--- src/rtl/mem_io_ctrl_pkg.sv ---
// rtl/mem_io_ctrl_pkg.sv - shared state encodings and constants for the MEM-stage IO controller
package mem_io_ctrl_pkg;

    typedef enum logic [2:0] {
        MIO_IDLE      = 3'd0,
        MIO_WAIT_FREE = 3'd1,
        MIO_START     = 3'd2,
        MIO_WAIT_RDY  = 3'd3,
        MIO_DONE      = 3'd4
    } mio_state_e;

    localparam logic [31:0] MIO_ERR_VAL = 32'hDEADBEEF;

    // Bit positions of the status word returned by a status read
    localparam int IO_ST_READY = 0;
    localparam int IO_ST_BUSY  = 1;

endpackage

--- src/rtl/mem_io_ctrl_if.sv ---
// rtl/mem_io_ctrl_if.sv - pipeline request, DCache and IO channel signals of the MEM-stage controller
interface mem_io_ctrl_if #(
    parameter int WIDTH   = 32,
    parameter int N_CH    = 4,
    parameter int CH_BITS = 2
);
    logic                  req_valid;
    logic [1:0]            req_is_dmem;
    logic                  req_is_io;
    logic                  req_is_state;
    logic [CH_BITS-1:0]    req_ch;
    logic [WIDTH-1:0]      wdata;
    logic                  mem_adv;
    logic                  pipe_flush;
    logic                  dc_ready;
    logic [WIDTH-1:0]      dc_rdata;
    logic [N_CH-1:0]       io_busy;
    logic [N_CH-1:0]       io_ready;
    logic [N_CH*WIDTH-1:0] io_rdata;
    logic [N_CH-1:0]       io_start;
    logic [N_CH-1:0]       io_clear;
    logic [WIDTH-1:0]      io_wdata;
    logic [WIDTH-1:0]      data_out;
    logic                  stall;
    logic                  flush_out;
    logic                  io_err;

    modport master (
        output req_valid, req_is_dmem, req_is_io, req_is_state, req_ch, wdata,
        output mem_adv, pipe_flush, dc_ready, dc_rdata, io_busy, io_ready, io_rdata,
        input  io_start, io_clear, io_wdata, data_out, stall, flush_out, io_err
    );

    modport slave (
        input  req_valid, req_is_dmem, req_is_io, req_is_state, req_ch, wdata,
        input  mem_adv, pipe_flush, dc_ready, dc_rdata, io_busy, io_ready, io_rdata,
        output io_start, io_clear, io_wdata, data_out, stall, flush_out, io_err
    );
endinterface

--- src/rtl/mem_io_ctrl_io_ch_sel.sv ---
// rtl/mem_io_ctrl_io_ch_sel.sv - channel index to one-hot decoder plus read-data mux
module mem_io_ctrl_io_ch_sel #(
    parameter int WIDTH   = 32,
    parameter int N_CH    = 4,
    parameter int CH_BITS = 2
) (
    input  logic [CH_BITS-1:0]    ch,
    input  logic [N_CH*WIDTH-1:0] rdata_bus,
    output logic [N_CH-1:0]       ch_oh,
    output logic [WIDTH-1:0]      rdata
);
    // An index beyond N_CH decodes to all-zero, which the FSM treats as a bad channel
    always_comb begin
        ch_oh = '0;
        rdata = '0;
        for (int k = 0; k < N_CH; k++) begin
            if (ch == CH_BITS'(k)) begin
                ch_oh[k] = 1'b1;
                rdata    = rdata_bus[k*WIDTH +: WIDTH];
            end
        end
    end
endmodule

--- src/rtl/mem_io_ctrl.sv ---
// rtl/mem_io_ctrl.sv - MEM-stage DCache pass-through, IO status read and IO channel handshake FSM
module mem_io_ctrl
    import mem_io_ctrl_pkg::*;
#(
    parameter int          WIDTH   = 32,
    parameter int          N_CH    = 4,
    parameter int          CH_BITS = 2,
    parameter int          TIMEOUT = 255,
    parameter logic [31:0] ERR_VAL = MIO_ERR_VAL
) (
    input  logic         clk,
    input  logic         rst,
    mem_io_ctrl_if.slave bus
);
    localparam int               CNT_W   = (TIMEOUT < 1) ? 1 : $clog2(TIMEOUT + 1);
    localparam logic [CNT_W-1:0] CNT_MAX = CNT_W'(TIMEOUT);
    localparam logic [WIDTH-1:0] ERR_W   = WIDTH'(ERR_VAL);

    mio_state_e         state_q, state_d;
    logic [CNT_W-1:0]   cnt_q, cnt_d;
    logic [WIDTH-1:0]   result_q, result_d;
    logic               err_q, err_d;
    logic [CH_BITS-1:0] ch_q, ch_d;
    logic [WIDTH-1:0]   wdata_q, wdata_d;

    logic               is_dc_req, is_st_req, is_io_req;
    logic [CH_BITS-1:0] ch_cur;
    logic [N_CH-1:0]    ch_oh;
    logic [WIDTH-1:0]   ch_rdata;
    logic               busy_sel, ready_sel;

    logic               stall_c, io_err_c;
    logic [WIDTH-1:0]   data_out_c;
    logic [N_CH-1:0]    start_c, clear_c;

    assign is_dc_req = bus.req_valid && (|bus.req_is_dmem) && !bus.req_is_io;
    assign is_st_req = bus.req_valid && bus.req_is_io && bus.req_is_state;
    assign is_io_req = bus.req_valid && bus.req_is_io && !bus.req_is_state && (|bus.req_is_dmem);

    // Live request channel while idle; the latched channel once a handshake is under way
    assign ch_cur = (state_q == MIO_IDLE) ? bus.req_ch : ch_q;

    mem_io_ctrl_io_ch_sel #(
        .WIDTH   (WIDTH),
        .N_CH    (N_CH),
        .CH_BITS (CH_BITS)
    ) u_ch_sel (
        .ch        (ch_cur),
        .rdata_bus (bus.io_rdata),
        .ch_oh     (ch_oh),
        .rdata     (ch_rdata)
    );

    assign busy_sel  = |(bus.io_busy & ch_oh);
    assign ready_sel = |(bus.io_ready & ch_oh);

    always_ff @(posedge clk or negedge rst) begin
        if (!rst) begin
            state_q  <= MIO_IDLE;
            cnt_q    <= '0;
            result_q <= '0;
            err_q    <= 1'b0;
            ch_q     <= '0;
            wdata_q  <= '0;
        end else begin
            state_q  <= state_d;
            cnt_q    <= cnt_d;
            result_q <= result_d;
            err_q    <= err_d;
            ch_q     <= ch_d;
            wdata_q  <= wdata_d;
        end
    end

    always_comb begin
        state_d    = state_q;
        cnt_d      = cnt_q;
        result_d   = result_q;
        err_d      = err_q;
        ch_d       = ch_q;
        wdata_d    = wdata_q;
        stall_c    = 1'b0;
        io_err_c   = 1'b0;
        data_out_c = '0;
        start_c    = '0;
        clear_c    = '0;

        case (state_q)
            MIO_IDLE: begin
                if (is_dc_req) begin
                    stall_c    = !bus.dc_ready;
                    data_out_c = bus.dc_rdata;
                end else if (is_st_req) begin
                    data_out_c[IO_ST_BUSY]  = busy_sel;
                    data_out_c[IO_ST_READY] = ready_sel;
                end else if (is_io_req) begin
                    stall_c = 1'b1;
                    ch_d    = bus.req_ch;
                    wdata_d = bus.wdata;
                    cnt_d   = '0;
                    err_d   = 1'b0;
                    if (ch_oh == '0) begin
                        state_d  = MIO_DONE;
                        err_d    = 1'b1;
                        result_d = ERR_W;
                    end else if (busy_sel) begin
                        state_d = MIO_WAIT_FREE;
                    end else begin
                        state_d = MIO_START;
                    end
                end
            end
            MIO_WAIT_FREE: begin
                stall_c = 1'b1;
                if (!busy_sel) begin
                    state_d = MIO_START;
                    cnt_d   = '0;
                end else if (cnt_q == CNT_MAX) begin
                    state_d  = MIO_DONE;
                    err_d    = 1'b1;
                    result_d = ERR_W;
                end else begin
                    cnt_d = cnt_q + CNT_W'(1);
                end
            end
            MIO_START: begin
                stall_c = 1'b1;
                start_c = ch_oh;
                state_d = MIO_WAIT_RDY;
                cnt_d   = '0;
            end
            MIO_WAIT_RDY: begin
                stall_c = 1'b1;
                if (ready_sel) begin
                    result_d = ch_rdata;
                    clear_c  = ch_oh;
                    state_d  = MIO_DONE;
                end else if (cnt_q == CNT_MAX) begin
                    result_d = ERR_W;
                    err_d    = 1'b1;
                    clear_c  = ch_oh;
                    state_d  = MIO_DONE;
                end else begin
                    cnt_d = cnt_q + CNT_W'(1);
                end
            end
            MIO_DONE: begin
                // Held until the pipeline actually advances so a frozen MEM stage cannot re-issue
                data_out_c = result_q;
                io_err_c   = err_q;
                if (bus.mem_adv) begin
                    state_d = MIO_IDLE;
                end
            end
            default: begin
                state_d = MIO_IDLE;
            end
        endcase

        // A flush aborts the access; a pending result is still acknowledged so the channel frees up
        if (bus.pipe_flush) begin
            state_d = MIO_IDLE;
            cnt_d   = '0;
            err_d   = 1'b0;
            start_c = '0;
            clear_c = (state_q == MIO_WAIT_RDY) ? ch_oh : '0;
        end
    end

    assign bus.io_start  = start_c;
    assign bus.io_clear  = clear_c;
    assign bus.io_wdata  = wdata_q;
    assign bus.data_out  = data_out_c;
    assign bus.stall     = stall_c;
    assign bus.flush_out = stall_c;
    assign bus.io_err    = io_err_c;

endmodule

--- src/flat_wrapper.sv ---
// flat-port wrapper written by rule: the top's interface ports become plain ports
module mem_io_ctrl_flat import mem_io_ctrl_pkg::*;
#(
    parameter int          WIDTH   = 32,
    parameter int          N_CH    = 4,
    parameter int          CH_BITS = 2,
    parameter int          TIMEOUT = 255,
    parameter logic [31:0] ERR_VAL = MIO_ERR_VAL
)
  (clk, rst, bus_req_valid, bus_req_is_dmem, bus_req_is_io, bus_req_is_state, bus_req_ch, bus_wdata, bus_mem_adv, bus_pipe_flush, bus_dc_ready, bus_dc_rdata, bus_io_busy, bus_io_ready, bus_io_rdata, bus_io_start, bus_io_clear, bus_io_wdata, bus_data_out, bus_stall, bus_flush_out, bus_io_err);
  mem_io_ctrl_if #(.WIDTH(WIDTH), .N_CH(N_CH), .CH_BITS(CH_BITS)) bus_i ();
  input  logic clk;
  input  logic rst;
  input wire logic [$bits(bus_i.req_valid)-1:0] bus_req_valid;
  input wire logic [$bits(bus_i.req_is_dmem)-1:0] bus_req_is_dmem;
  input wire logic [$bits(bus_i.req_is_io)-1:0] bus_req_is_io;
  input wire logic [$bits(bus_i.req_is_state)-1:0] bus_req_is_state;
  input wire logic [$bits(bus_i.req_ch)-1:0] bus_req_ch;
  input wire logic [$bits(bus_i.wdata)-1:0] bus_wdata;
  input wire logic [$bits(bus_i.mem_adv)-1:0] bus_mem_adv;
  input wire logic [$bits(bus_i.pipe_flush)-1:0] bus_pipe_flush;
  input wire logic [$bits(bus_i.dc_ready)-1:0] bus_dc_ready;
  input wire logic [$bits(bus_i.dc_rdata)-1:0] bus_dc_rdata;
  input wire logic [$bits(bus_i.io_busy)-1:0] bus_io_busy;
  input wire logic [$bits(bus_i.io_ready)-1:0] bus_io_ready;
  input wire logic [$bits(bus_i.io_rdata)-1:0] bus_io_rdata;
  output wire logic [$bits(bus_i.io_start)-1:0] bus_io_start;
  output wire logic [$bits(bus_i.io_clear)-1:0] bus_io_clear;
  output wire logic [$bits(bus_i.io_wdata)-1:0] bus_io_wdata;
  output wire logic [$bits(bus_i.data_out)-1:0] bus_data_out;
  output wire logic [$bits(bus_i.stall)-1:0] bus_stall;
  output wire logic [$bits(bus_i.flush_out)-1:0] bus_flush_out;
  output wire logic [$bits(bus_i.io_err)-1:0] bus_io_err;
  assign bus_i.req_valid = bus_req_valid;
  assign bus_i.req_is_dmem = bus_req_is_dmem;
  assign bus_i.req_is_io = bus_req_is_io;
  assign bus_i.req_is_state = bus_req_is_state;
  assign bus_i.req_ch = bus_req_ch;
  assign bus_i.wdata = bus_wdata;
  assign bus_i.mem_adv = bus_mem_adv;
  assign bus_i.pipe_flush = bus_pipe_flush;
  assign bus_i.dc_ready = bus_dc_ready;
  assign bus_i.dc_rdata = bus_dc_rdata;
  assign bus_i.io_busy = bus_io_busy;
  assign bus_i.io_ready = bus_io_ready;
  assign bus_i.io_rdata = bus_io_rdata;
  assign bus_io_start = bus_i.io_start;
  assign bus_io_clear = bus_i.io_clear;
  assign bus_io_wdata = bus_i.io_wdata;
  assign bus_data_out = bus_i.data_out;
  assign bus_stall = bus_i.stall;
  assign bus_flush_out = bus_i.flush_out;
  assign bus_io_err = bus_i.io_err;
  mem_io_ctrl #(.WIDTH(WIDTH), .N_CH(N_CH), .CH_BITS(CH_BITS), .TIMEOUT(TIMEOUT), .ERR_VAL(ERR_VAL)) u_core (.clk(clk), .rst(rst), .bus(bus_i));
endmodule
--- config.mk ---
export PLATFORM = sky130hd
export DESIGN_NAME = mem_io_ctrl_flat
export DESIGN_NICKNAME = d
export VERILOG_FILES = /design/src/rtl/mem_io_ctrl_pkg.sv /design/src/rtl/mem_io_ctrl_if.sv /design/src/rtl/mem_io_ctrl_io_ch_sel.sv /design/src/rtl/mem_io_ctrl.sv /design/src/flat_wrapper.sv
export SDC_FILE = /design/constraint.sdc
export NUM_CORES = 1
export LEC_CHECK = 0
export BUFFER_PORTS_ARGS = -buffer_cell sky130_fd_sc_hd__buf_2
export CAP_MARGIN = 40
export CORE_AREA = 3 3 111 113
export CTS_CLUSTER_SIZE = 8
export DETAILED_ROUTE_END_ITERATION = 6
export DIE_AREA = 0 0 114 116
export GPL_TIMING_DRIVEN = 0
export PLACE_DENSITY = 0.76
export SYNTH_ARGS = -nofsm -noshare
export SYNTH_HDL_FRONTEND = slang
export SYNTH_SLANG_ARGS = --single-unit
export TNS_END_PERCENT = 10
--- constraint.sdc ---
create_clock -name clk -period 4.8 [get_ports clk]
set_input_delay 0.24 -clock clk [delete_from_list [all_inputs] [get_ports clk]]
set_output_delay 0.24 -clock clk [all_outputs]
set_load 0.01 [all_outputs]
==> After elaboration in Yosys (flattened, before gate mapping) <==
Cells that the tools add are included.
{ "word_totals": {"register_bits": 78, "in_bits": 212, "elab_cells": 115, "output_inout_bits": 75} }
{ "classes": {"add_sub_neg": 1, "n_eq_ne": 19, "bitwise": 4, "n_reduce_logical": 24, "muxes": 61} }
{ "ops": {"columns": ["operator", "count"], "rows": [
  ["32-bit two-way mux", 11],
  ["32-bit case mux with 3 select lines", 1],
  ["32-bit case mux with 2 select lines", 1],
  ["8-bit two-way mux", 7],
  ["8-bit case mux with 4 select lines", 1],
  ["30-bit two-way mux", 1],
  ["4-bit two-way mux", 7],
  ["3-bit two-way mux", 9],
  ["1-bit two-way mux", 16],
  ["3-bit case mux with 5 select lines", 1],
  ["3-bit inequality test (second input constant)", 4],
  ["6-bit AND reduction", 2],
  ["8-bit by 1-bit adder with 8-bit output (second input constant)", 1],
  ["4-bit AND", 2],
  ["8-bit equality test (second input constant)", 1],
  ["2-bit two-way mux", 4],
  ["4-bit AND reduction", 2],
  ["4-bit OR reduction", 2],
  ["3-bit by 2-bit equality test with 1-bit output (second input constant)", 2],
  ["1-bit logical AND", 6],
  ["2-bit inequality test (second input constant)", 3],
  ["3-bit by 2-bit inequality test with 1-bit output (second input constant)", 2],
  ["5-bit AND reduction", 1],
  ["5-bit nonzero test", 1],
  ["other kinds (16)", 21]
]} }

==> Longest topological paths before layout <==
Gate-level depths: netlist of run 1.
{ "depth": {"depth_word": 13, "depth_mapped": 9, "depth_no_buf": 6} }

==> Hierarchy <==
Synthesis of run 1 repeated with hierarchy kept, for this count alone.
{ "hier_totals": {"cells_unflattened": 352, "hier_area_um2": 4546.9} }
{ "modules_own_cells": {"columns": ["module", "area_each_um2", "cells_each", "seq_area_each_um2", "n_inst"], "rows": [
  ["mem_io_ctrl", 3706.1, 308, 1951.9, 1],
  ["mem_io_ctrl_io_ch_sel", 840.8, 44, 0.0, 1]
]} }

==> Least setup slack after synthesis of run 1 <==
No wires, ideal clock.
{ "synth_path": {"path_kind": "reg2reg", "from": "register u_core.state_q[0]", "to": "register u_core.result_q[29]", "setup_ns": 0.121, "path_buffers": 2, "slack_ns": 2.555, "period_less_slack_ns": 2.245, "t_required_ns": 4.679, "path_stages_with_launch": 7, "t_arrival_ns": 2.124, "cell_sequence": "dfrtp_1 -> buf_2 -> nor3_4 -> mux2i_1 -> buf_6 -> mux4_1 -> a22o_1"} }
{ "synth_between": {"elab_chain_cells": 9, "word_cells_on_any_way": 30, "cone_classes": "eq/ne (10); mux (11); bitwise (2); reduce/logical (7)"} }
{ "synth_rtl": {"columns": ["item", "line_no", "source"], "rows": [
  ["start, declared", "mem_io_ctrl.sv:19", "mio_state_e state_q, state_d;"],
  ["start signal, assigned", "mem_io_ctrl.sv:66", "state_q <= state_d;"],
  ["3-bit zero test", "mem_io_ctrl.sv:41, mem_io_ctrl.sv:88", null],
  ["2-bit two-way mux", "mem_io_ctrl.sv:41", "assign ch_cur = (state_q == MIO_IDLE) ? bus.req_ch : ch_q;"],
  ["2-bit zero test", "mem_io_ctrl_io_ch_sel.sv:17", "if (ch == CH_BITS'(k)) begin"],
  ["32-bit two-way mux (4 in series)", "mem_io_ctrl_io_ch_sel.sv:17", null],
  ["32-bit two-way mux", "mem_io_ctrl.sv:134", "if (ready_sel) begin"],
  ["32-bit case mux with 3 select lines", "mem_io_ctrl.sv:88", "case (state_q)"],
  ["end signal, assigned", "mem_io_ctrl.sv:68", "result_q <= result_d;"],
  ["end, declared", "mem_io_ctrl.sv:21", "logic [WIDTH-1:0] result_q, result_d;"]
]} }
Several ways; a longest one is shown, not always the timed one.
A chain may end at the register's enable or synchronous reset.

==> Final worst setup path of run 1 <==
{ "layout_path": {"from": "register u_core.state_q[0]", "to": "output bus_io_clear[2]"} }
{ "layout_between": {"elab_chain_cells": 9, "word_cells_on_any_way": 18, "cone_classes": "eq/ne (4); mux (10); bitwise (1); reduce/logical (3)"} }
{ "layout_rtl": {"columns": ["item", "line_no", "source"], "rows": [
  ["3-bit zero test", "mem_io_ctrl.sv:41", null],
  ["2-bit two-way mux", "mem_io_ctrl.sv:41", null],
  ["2-bit by 1-bit equality test with 1-bit output, or another cell as far along", "mem_io_ctrl_io_ch_sel.sv:17", null],
  ["1-bit two-way mux", "mem_io_ctrl_io_ch_sel.sv:17", null],
  ["4-bit AND", "mem_io_ctrl.sv:55", "assign ready_sel = |(bus.io_ready & ch_oh);"],
  ["4-bit OR reduction", "mem_io_ctrl.sv:55", null],
  ["4-bit two-way mux", "mem_io_ctrl.sv:134", null],
  ["4-bit two-way mux", "mem_io_ctrl.sv:88", null],
  ["4-bit two-way mux (*)", "mem_io_ctrl.sv:161", "if (bus.pipe_flush) begin"],
  ["end, declared", "flat_wrapper.sv:28", "output wire logic [$bits(bus_i.io_clear)-1:0] bus_io_clear;"]
]} }
Every way passes the cells marked *; elsewhere a longest branch is shown, timed or not.

==> flow_metrics.env, run 1 <==
export IMPL_status="completed"
export IMPL_dieWidth_um=114
export IMPL_rr_startpoint="u_core.state_q[0]$_DFFE_PN0P_"
export IMPL_routedWlPerCell_um=20.5
export IMPL_cts_root_buf="clkbuf_16"
export IMPL_place_ws_ns=1.96
export IMPL_arrival_ns=2.90
export IMPL_critical_path_required_ns=4.56
export IMPL_io_buffers=286
export IMPL_post_cts_resized=0
export IMPL_final_layout_size_suffix_gt1_frac=0.494
export IMPL_slew_headroom=0.514
export IMPL_dieHeight_um=116
export IMPL_tritoncts="yes"
export IMPL_start_util=0.412
export IMPL_final_cell_mix="buf_2, dfrtp_1, nand2_1"
export IMPL_finalSetupViolCount=0
export IMPL_htreeDepth=3
export IMPL_crit_start="u_core.state_q[0]$_DFFE_PN0P_"
export IMPL_syn_area_per_cell_um2=10.4
export IMPL_period_share=0.654
export IMPL_rsz0062_at_grt="false"
export IMPL_ys_types=47
export IMPL_fin_crit_ns=3.14
export IMPL_final_nets=965
export IMPL_dp_cells=883
export IMPL_clkTransAtPathRegs_ns=0.07
export IMPL_worstSetupEndpointType="primary output"
export IMPL_clock_sinks=78
export IMPL_fmax_ghz=0.318
export IMPL_setup_ws_ns=1.66
export IMPL_synth_area_um2=4710
export IMPL_drtPass1Iterations=5
export IMPL_nFillCells=1020
export IMPL_worstPathMaxFanout=10
export IMPL_die_area_um2=13200
export IMPL_grt_pass1_wl_um=28100
export IMPL_routed_wl_um=18500
export IMPL_p_per_area_nw_per_um2=325
export IMPL_start_kind="flip-flop"
export IMPL_dp_final_hpwl_um=14600
export IMPL_antenna_found_initial=2
export IMPL_ys_ff_latch=78
export IMPL_leakagePower_nw=3.47
export IMPL_clock_tree_buffer_depth=2
export IMPL_grt_pass1_vias=5323
export IMPL_drtAntennaViolNets=0
export IMPL_cts_inserted_buffers=9
export IMPL_utilization=0.587
export IMPL_rows=39
export IMPL_overflow=0
export IMPL_num_vias=5152
export IMPL_avgViaCountPerCell=5.72
export IMPL_drt_initial_drc_count=359
export IMPL_syn_inst=453
export IMPL_area_growth_pct=42.5
export IMPL_hold_viol=0
export IMPL_setup_tns_ns=0
export IMPL_grt_max_degree=50
export IMPL_clock_skew_ns=0.00909
export IMPL_core_um2=11400
export IMPL_ys_seq_area_frac=0.415
export IMPL_ioPinCount=287
export IMPL_synth_nets=666
export IMPL_insertion_delay_ns=0.34
export IMPL_remaining_drc_errors=0
export IMPL_hold_buffers=1
export IMPL_final_common_cell="buf_2"
export IMPL_min_from="bus_wdata[22]"
export IMPL_grt_usage=0.273
export IMPL_gp_congestion=0.896
export IMPL_ir_drop_uv=309
export IMPL_max_cap_violations=0
export IMPL_synth_warnings=0
export IMPL_hp_class="input port to flip-flop"
export IMPL_postCtsSetupBuffers=0
export IMPL_fin_cells=901
export IMPL_setup_worst_path_class="flip-flop to primary output"
export IMPL_slew_viol_final=0
export IMPL_tightest_slew_ns=0.709
[critical path, cell delays in order, from the launching register on]
cell      delay (ns)
dfrtp_1         0.35
buf_2           0.18
nor3_4          0.34
mux2i_1         0.66
buf_6           0.27
clkbuf_1        0.42
and3_1          0.23
buf_2           0.12
[metrics by stage]
| stage | power [mW] | instance area, um2 | hold slack [ns] |
|---|---|---|---|
| 6_report | 2.18 | 6710 | 0.129 |
| 5_1_grt | 2.29 | 6710 | 0.130 |
| 4_1_cts | 2.19 | 6710 | 0.120 |
| 3_5_place_dp | 1.39 | 6350 | 0.198 |
| 3_3_place_gp | 1.37 | 6320 | 0.471 |
| 2_1_floorplan | 1.11 | 4710 | -0.0556 |
[worst paths after layout]
kind / slack, ns / endpoint / cells past startpoint
min reg2reg: 0.51 / u_core.bus.io_wdata[7]$_DFFE_PN0P_ / 1
max in group asynchronous: 3.80 / u_core.cnt_q[3]$_DFFE_PN0P_ / 3
max reg2reg: 1.99 / u_core.result_q[5]$_DFFE_PN0P_ / 8
min in group asynchronous: 0.39 / u_core.bus.io_wdata[8]$_DFFE_PN0P_ / 2
max: 1.66 / bus_io_clear[2] / 7
min: 0.13 / u_core.bus.io_wdata[22]$_DFFE_PN0P_ / 2
[cell families (layout without fill, tap and decap cells)]
| group | count (synthesis) | in the layout | share of synthesized area |
|---|---|---|---|
| AOI/OAI and AO/OA | 146 | 146 | 0.240 |
| and+or+nand+nor | 130 | 130 | 0.139 |
| DFF | 78 | 78 | 0.415 |
| muxes | 52 | 52 | 0.156 |
| buffers and inverters | 46 | 350 | 0.0478 |
| adders and majority gates | 1 | 1 | 0.00266 |
| other | 0 | 1 | 0 |
[state kept, by name (all words and copies together) (netlist names)]
signal / count
u_core.err_q: 1
u_core.ch_q: 2
u_core.result_q: 32
u_core.bus.io_wdata: 32
u_core.cnt_q: 8
u_core.state_q: 3
[power breakdown]
part	total, mW	leakage [nW]	switching (mW)	internal (mW)
Sequential	0.787	1.02	0.0485	0.738
Combinational	0.599	2.28	0.306	0.293
Clock	0.792	0.170	0.281	0.511
Total	2.18	3.47	0.636	1.54
[cells in the mapped netlist (all sizes together)]
cell     n  area [um2]
or4b     1        10.0
o211ai   1        12.5
nor3    14        86.3
nor3b    2        15.0
a211oi  24         180
mux2    36         405
a21oi    9        45.0
o21ai    7        35.0
nand3    2        10.0
mux4    12         289
inv      4        15.0
mux2i    4        40.0
and3    31         194
a21o     2        15.0
a221oi   1        8.76
o31ai    2        20.0
o211a    1        10.0
ha       1        12.5
buf     21         131
nand4    2        12.5
nor4     1        6.26
a32o     1        10.0
nand2   56         210
clkbuf  21        78.8
a21bo    1        10.0
dfrtp   78        1950
a21boi   1        7.51
a211o    1        8.76
nor2b    3        18.8
nor2     9        33.8
o32ai    2        17.5
a22o    41         359
a31oi   26         163
a31o     1        8.76
a22oi    1        7.51
nand2b   5        31.3
o22a    24         210
or3      1        6.26
and2     3        21.3
[layer usage]
layer,vias to the layer above,GRT usage,wire [um]
met1,2473,0.335,7120
li1,2357,-,-
met4,2,0.0879,358
met5,-,0,13
met3,35,0.0773,1780
met2,285,0.467,9230
[layout make-up]
class,instances,area [um2],area share
antenna,1,2.50,0.000373
buffer,42,210,0.0313
inverter,4,15.0,0.00224
multi-input combinational,329,2530,0.377
sequential,78,1950,0.291
clock inverter,7,121,0.0181
tap,143,179,0.0267
clock buffer,9,225,0.0336
timing repair buffer,288,1470,0.219
Power figures use the tool's default switching activity.
==> run 2, diff against run 1 <==
Settings changed: CORE_AREA 3 3 111 113 to default, CORE_MARGIN from default to 3, CORE_UTILIZATION from default to 40, DIE_AREA 0 0 114 116 to default, PLACE_DENSITY 0.76 to 0.78.
Clock period 4.8 ns to 2.52 ns, I/O delays scaled along.
==> run 2 against run 1 <==
Net effect:
- clock skew about the same
- first-iteration DRC count increased by 28%
- wire length increased by 0.44%
- non-clock buffer count increased by 4
- critical path depth increased by 1
- clock-buffer cell count increased by 2
- combinational power increased by 95%
==> flow_metrics.env, run 2 (synthesis results as in run 1) <==
export IMPL_cp_slowest_stage_delay_ns=0.56
export IMPL_leakagePower_nw=3.55
export IMPL_critical_path_required_ns=2.39
export IMPL_grt_max_degree=45
export IMPL_final_nets=969
export IMPL_placedInstanceArea_um2=6340
export IMPL_ioPinCount=287
export IMPL_start_util=0.421
export IMPL_grt_pass1_vias=5311
export IMPL_clkTransAtPathRegs_ns=0.06
export IMPL_clock_tree_buffer_depth=2
export IMPL_crit_start="u_core.ch_q[0]$_DFFE_PN0P_"
export IMPL_dieHeight_um=114
export IMPL_status="completed"
export IMPL_clock_skew_ns=0.00943
export IMPL_start_kind="flip-flop"
export IMPL_die_area_um2=13100
export IMPL_period_share=0.966
export IMPL_r2r_cells=8
export IMPL_dp_final_hpwl_um=14600
export IMPL_path_cells="buf_6 -> mux4_2 -> mux2_4 -> nor3_2 -> nor3_2 -> buf_4 -> and3_1 -> buf_2"
export IMPL_n_antenna_cell=0
export IMPL_insertion_delay_ns=0.33
export IMPL_cts_inserted_buffers=9
export IMPL_final_common_cell="buf_2"
export IMPL_min_from="bus_wdata[6]"
export IMPL_hold_viol=0
export IMPL_overflow=0
export IMPL_rsz0062_at_grt="true"
export IMPL_ir_drop_uv=451
export IMPL_final_cell_mix="buf_2, dfrtp_1, nand2_1"
export IMPL_area_growth_pct=44.6
export IMPL_critPathBufInv=3
export IMPL_drtAntennaViolNets=0
export IMPL_core_um2=11200
export IMPL_fmax_ghz=0.411
export IMPL_antenna_found_initial=0
export IMPL_finalSetupViolCount=0
export IMPL_tightest_slew_ns=0.598
export IMPL_min_to="u_core.bus.io_wdata[6]$_DFFE_PN0P_"
export IMPL_slowest_stage="mux4_2"
export IMPL_crit_family="multiplexers"
export IMPL_num_vias=5234
export IMPL_gp_congestion=0.876
export IMPL_hp_class="input port to flip-flop"
export IMPL_io_buffers=286
export IMPL_drtPass1Iterations=5
export IMPL_rows=38
export IMPL_clock_sinks=78
export IMPL_avgViaCountPerCell=5.82
export IMPL_worstSetupEndpointType="primary output"
export IMPL_fin_crit_ns=2.43
export IMPL_cp_common_cell="nor3_2"
export IMPL_final_layout_size_suffix_gt1_frac=0.521
export IMPL_worstPathMaxFanout=8
export IMPL_remaining_drc_errors=0
export IMPL_drt_initial_drc_count=458
export IMPL_slew_viol_final=0
export IMPL_routedWlPerCell_um=20.6
export IMPL_htreeDepth=3
export IMPL_grt_pass1_wl_um=27400
export IMPL_rr_startpoint="u_core.state_q[0]$_DFFE_PN0P_"
export IMPL_slew_headroom=0.597
export IMPL_p_per_area_nw_per_um2=612
export IMPL_setup_worst_path_class="flip-flop to primary output"
export IMPL_r2r_slack_ns=0.13
export IMPL_grt_usage=0.269
export IMPL_finalPower_mw=4.17
export IMPL_rr_endpoint="u_core.result_q[0]$_DFFE_PN0P_"
export IMPL_max_cap_violations=0
export IMPL_cts_root_buf="clkbuf_16"
export IMPL_fin_area_um2=6810
export IMPL_routed_wl_um=18600
export IMPL_arrival_ns=2.31
export IMPL_min_path_cells=2
export IMPL_dieWidth_um=114
export IMPL_tritoncts="yes"
run 2: changes by cell type in the layout (fill, tap and decap cells not counted), moves of 2 or more:
cell	before	now
nor3_1	12	9
mux2i_1	4	2
clkinv_4	2	0
buf_4	2	7
clkbuf_2	0	8
clkbuf_4	0	4
clkbuf_1	21	9
nor3_2	1	3
run 2: per-layer routing:
layer  vias up  global-route usage  wire length [um]
met5         -                   0                 0
met4         0              0.0887               456
met3        38              0.0777              1850
met2       304               0.464              9100
met1      2539               0.322              7170
li1       2353                   -                 -
run 2: how the worst max path moves through the flow:
stage | endpoint | slack [ns] | depth (start not counted)
2_1_floorplan | u_core.result_q[29]$_DFFE_PN0P_ | 0.28 | 6
3_3_place_gp | u_core.result_q[9]$_DFFE_PN0P_ | -0.28 | 7
3_5_place_dp | u_core.result_q[9]$_DFFE_PN0P_ | -0.26 | 7
4_1_cts | u_core.result_q[9]$_DFFE_PN0P_ | 0.03 | 7
5_1_grt | bus_io_clear[1] | -0.03 | 8
6_report | bus_io_clear[0] | 0.09 | 8
run 2: through the flow:
stage	hold WS, ns	TNS (ns)	setup slack, ns	cells	utilization
2_1_floorplan	-0.170	0	0.275	453	-
3_3_place_gp	0.358	-7.56	-0.278	879	0.565
3_5_place_dp	0.122	-3.98	-0.260	881	0.568
4_1_cts	0.0112	0	0.0252	898	0.604
5_1_grt	0.0137	-0.114	-0.0284	900	0.609
6_report	0.0200	0	0.0867	900	0.609
run 2: layout make-up:
type	count	area, um2
multi-input combinational	329	2590
buffer	41	240
tap	140	175
clock inverter	4	95.1
timing repair buffer	293	1500
sequential	78	1950
fill	945	4360
clock buffer	11	243
inverter	4	15.0
run 2: repair_timing:
action	in CTS	in global routing
pin swaps	1	3
hold endpoints to repair	34	0
setup endpoints to repair	58	84
setup buffers	2	2
hold buffers	1	0
resized for setup	13	28
run 2: report_power, final:
group | total, mW | internal, mW | switching, mW
Sequential | 1.50 | 1.41 | 0.0948
Combinational | 1.17 | 0.581 | 0.591
Clock | 1.49 | 0.988 | 0.504
Total | 4.17 | 2.98 | 1.19
==> run 3, diff against run 2 <==
Settings changed: CAP_MARGIN 40 to default, CORE_ASPECT_RATIO from default to 0.5, CORE_UTILIZATION 40 to 41, CTS_BUF_LIST from default to sky130_fd_sc_hd__clkbuf_4 sky130_fd_sc_hd__clkbuf_8, PLACE_DENSITY 0.78 to 0.8.
==> run 3 against run 2 <==
Net effect:
- critical path depth down 1
- combinational power up 3%
- first-iteration DRC count down 43%
- power down 11%
- largest cell class unchanged
- largest power group unchanged
==> flow_metrics.env, run 3 (synthesis results as in run 1) <==
export IMPL_status="completed"
export IMPL_setup_ws_ns=0.0162
export IMPL_start_kind="flip-flop"
export IMPL_overflow=0
export IMPL_fin_crit_ns=2.50
export IMPL_remaining_drc_errors=0
export IMPL_p_per_area_nw_per_um2=528
export IMPL_setup_worst_path_class="flip-flop to primary output"
export IMPL_dieWidth_um=158
export IMPL_grt_usage=0.271
export IMPL_final_nets=996
export IMPL_grt_pass1_vias=5122
export IMPL_max_cap_violations=0
export IMPL_arrival_ns=2.38
export IMPL_cts_inserted_buffers=9
export IMPL_drt_initial_drc_count=260
export IMPL_nFillCells=911
export IMPL_cts_root_buf="clkbuf_8"
export IMPL_die_area_um2=12900
export IMPL_leakagePower_nw=3.61
export IMPL_utilization=0.655
export IMPL_tightest_slew_ns=0.913
export IMPL_tritoncts="yes"
export IMPL_htreeDepth=3
export IMPL_clock_sinks=78
export IMPL_num_vias=5202
export IMPL_finalSetupViolCount=0
export IMPL_insertion_delay_ns=0.35
export IMPL_start_util=0.441
export IMPL_worstSetupEndpointType="primary output"
export IMPL_hp_class="input port to flip-flop"
export IMPL_core_um2=10700
export IMPL_grt_pass1_wl_um=26900
export IMPL_routedWlPerCell_um=20.0
export IMPL_clock_tree_buffer_depth=2
export IMPL_clkTransAtPathRegs_ns=0.09
export IMPL_routed_wl_um=18600
export IMPL_period_share=0.994
export IMPL_path_cells="buf_6 -> mux4_2 -> mux2_4 -> nor2b_1 -> a221oi_2 -> inv_1 -> buf_2"
export IMPL_slew_headroom=0.385
export IMPL_ir_drop_uv=399
export IMPL_dp_final_hpwl_um=14200
export IMPL_place_ws_ns=-0.260
export IMPL_avgViaCountPerCell=5.60
export IMPL_drtPass1Iterations=5
export IMPL_rsz0062_at_grt="true"
export IMPL_worstPathMaxFanout=8
export IMPL_antenna_found_initial=4
export IMPL_grt_max_degree=54
export IMPL_cp_slowest_stage_delay_ns=0.56
export IMPL_io_buffers=286
export IMPL_slowest_stage="mux4_2"
export IMPL_area_growth_pct=48.4
export IMPL_clock_skew_ns=0.0163
export IMPL_slew_viol_final=0
export IMPL_hold_viol=0
export IMPL_finalPower_mw=3.69
export IMPL_dieHeight_um=81.8
export IMPL_ioPinCount=287
export IMPL_rows=26
export IMPL_fmax_ghz=0.399
export IMPL_hold_ws_ns=0.0236
export IMPL_final_layout_size_suffix_gt1_frac=0.501
export IMPL_fin_area_um2=6990
export IMPL_final_common_cell="buf_2"
export IMPL_drtAntennaViolNets=0
export IMPL_final_cell_mix="buf_2, dfrtp_1, nand2_1"
export IMPL_placedInstanceArea_um2=6340
export IMPL_gp_congestion=0.933
export IMPL_critical_path_required_ns=2.39
-- run 3: cell count changes in the layout (fill, tap and decap cells not counted), moves of 2 or more --
| cell | before | now |
|---|---|---|
| inv_6 | 0 | 3 |
| clkbuf_16 | 9 | 0 |
| clkbuf_4 | 4 | 1 |
| buf_2 | 299 | 296 |
| clkinv_4 | 0 | 2 |
| dlygate4sd3_1 | 1 | 31 |
| clkbuf_2 | 8 | 10 |
| bufinv_16 | 3 | 1 |
| clkbuf_8 | 1 | 10 |
-- run 3: critical path: cells and delay by family, from the launching register on --
kind | cells | cell delay, ns
compound gates | 1 | 0.30
mux | 2 | 0.87
flops | 1 | 0.35
simple gates | 1 | 0.14
buf+inv | 3 | 0.39
-- run 3: worst paths after layout --
kind / startpoint / end / slack (ns) / cells past startpoint
setup / recovery: u_core.ch_q[0]$_DFFE_PN0P_ / bus_data_out[0] / 0.02 / 7
hold / removal: bus_wdata[14] / u_core.bus.io_wdata[14]$_DFFE_PN0P_ / 0.02 / 2
setup reg to reg: u_core.state_q[1]$_DFFE_PN0P_ / u_core.result_q[26]$_DFFE_PN0P_ / 0.10 / 8
hold reg to reg: u_core.bus.io_wdata[0]$_DFFE_PN0P_ / u_core.bus.io_wdata[0]$_DFFE_PN0P_ / 0.51 / 1
max in group asynchronous: rst / u_core.result_q[6]$_DFFE_PN0P_ / 1.70 / 3
min in group asynchronous: rst / u_core.bus.io_wdata[1]$_DFFE_PN0P_ / 0.23 / 2
-- run 3: layout make-up --
cell class | count | area, um2 | area share
multi-input cells | 329 | 2600 | 0.373
flip-flops and latches | 78 | 1950 | 0.279
repair buffers | 320 | 1790 | 0.256
plain buffers | 41 | 250 | 0.0358
well taps | 140 | 175 | 0.0251
clock buffers | 9 | 124 | 0.0177
clock inverters | 7 | 78.8 | 0.0113
inverters | 4 | 15.0 | 0.00215
diodes | 1 | 2.50 | 0.000358
-- run 3: metrics by stage --
stage,std cells,TNS [ns]
finish,929,0
global route,929,-0.0768
CTS,923,-0.0326
detailed placement,880,-4.97
global placement,879,-3.93
floorplan,453,0
-- run 3: timing repair --
item | 4_1_cts | 5_1_grt
endpoints found under the setup margin | 67 | 49
pin swaps | 0 | 1
cloned | 0 | 0
gates resized for setup | 23 | 18
endpoints found under the hold margin | 51 | 4
setup buffers | 0 | 2
hold buffers | 27 | 4
-- run 3: power by group --
| group | switching, mW | total [mW] | internal (mW) |
|---|---|---|---|
| logic | 0.600 | 1.21 | 0.614 |
| clock network | 0.507 | 0.978 | 0.471 |
| registers | 0.0923 | 1.50 | 1.40 |
| total | 1.20 | 3.69 | 2.49 |
-- run 3: per-layer routing --
| layer | vias up | GRT usage | share of wire |
|---|---|---|---|
| li1 | 2418 | - | - |
| met1 | 2529 | 0.334 | 0.41 |
| met4 | 6 | 0.0632 | 0.015 |
| met2 | 219 | 0.489 | 0.51 |
| met3 | 30 | 0.0653 | 0.062 |
| met5 | - | 0 | 0.0018 |
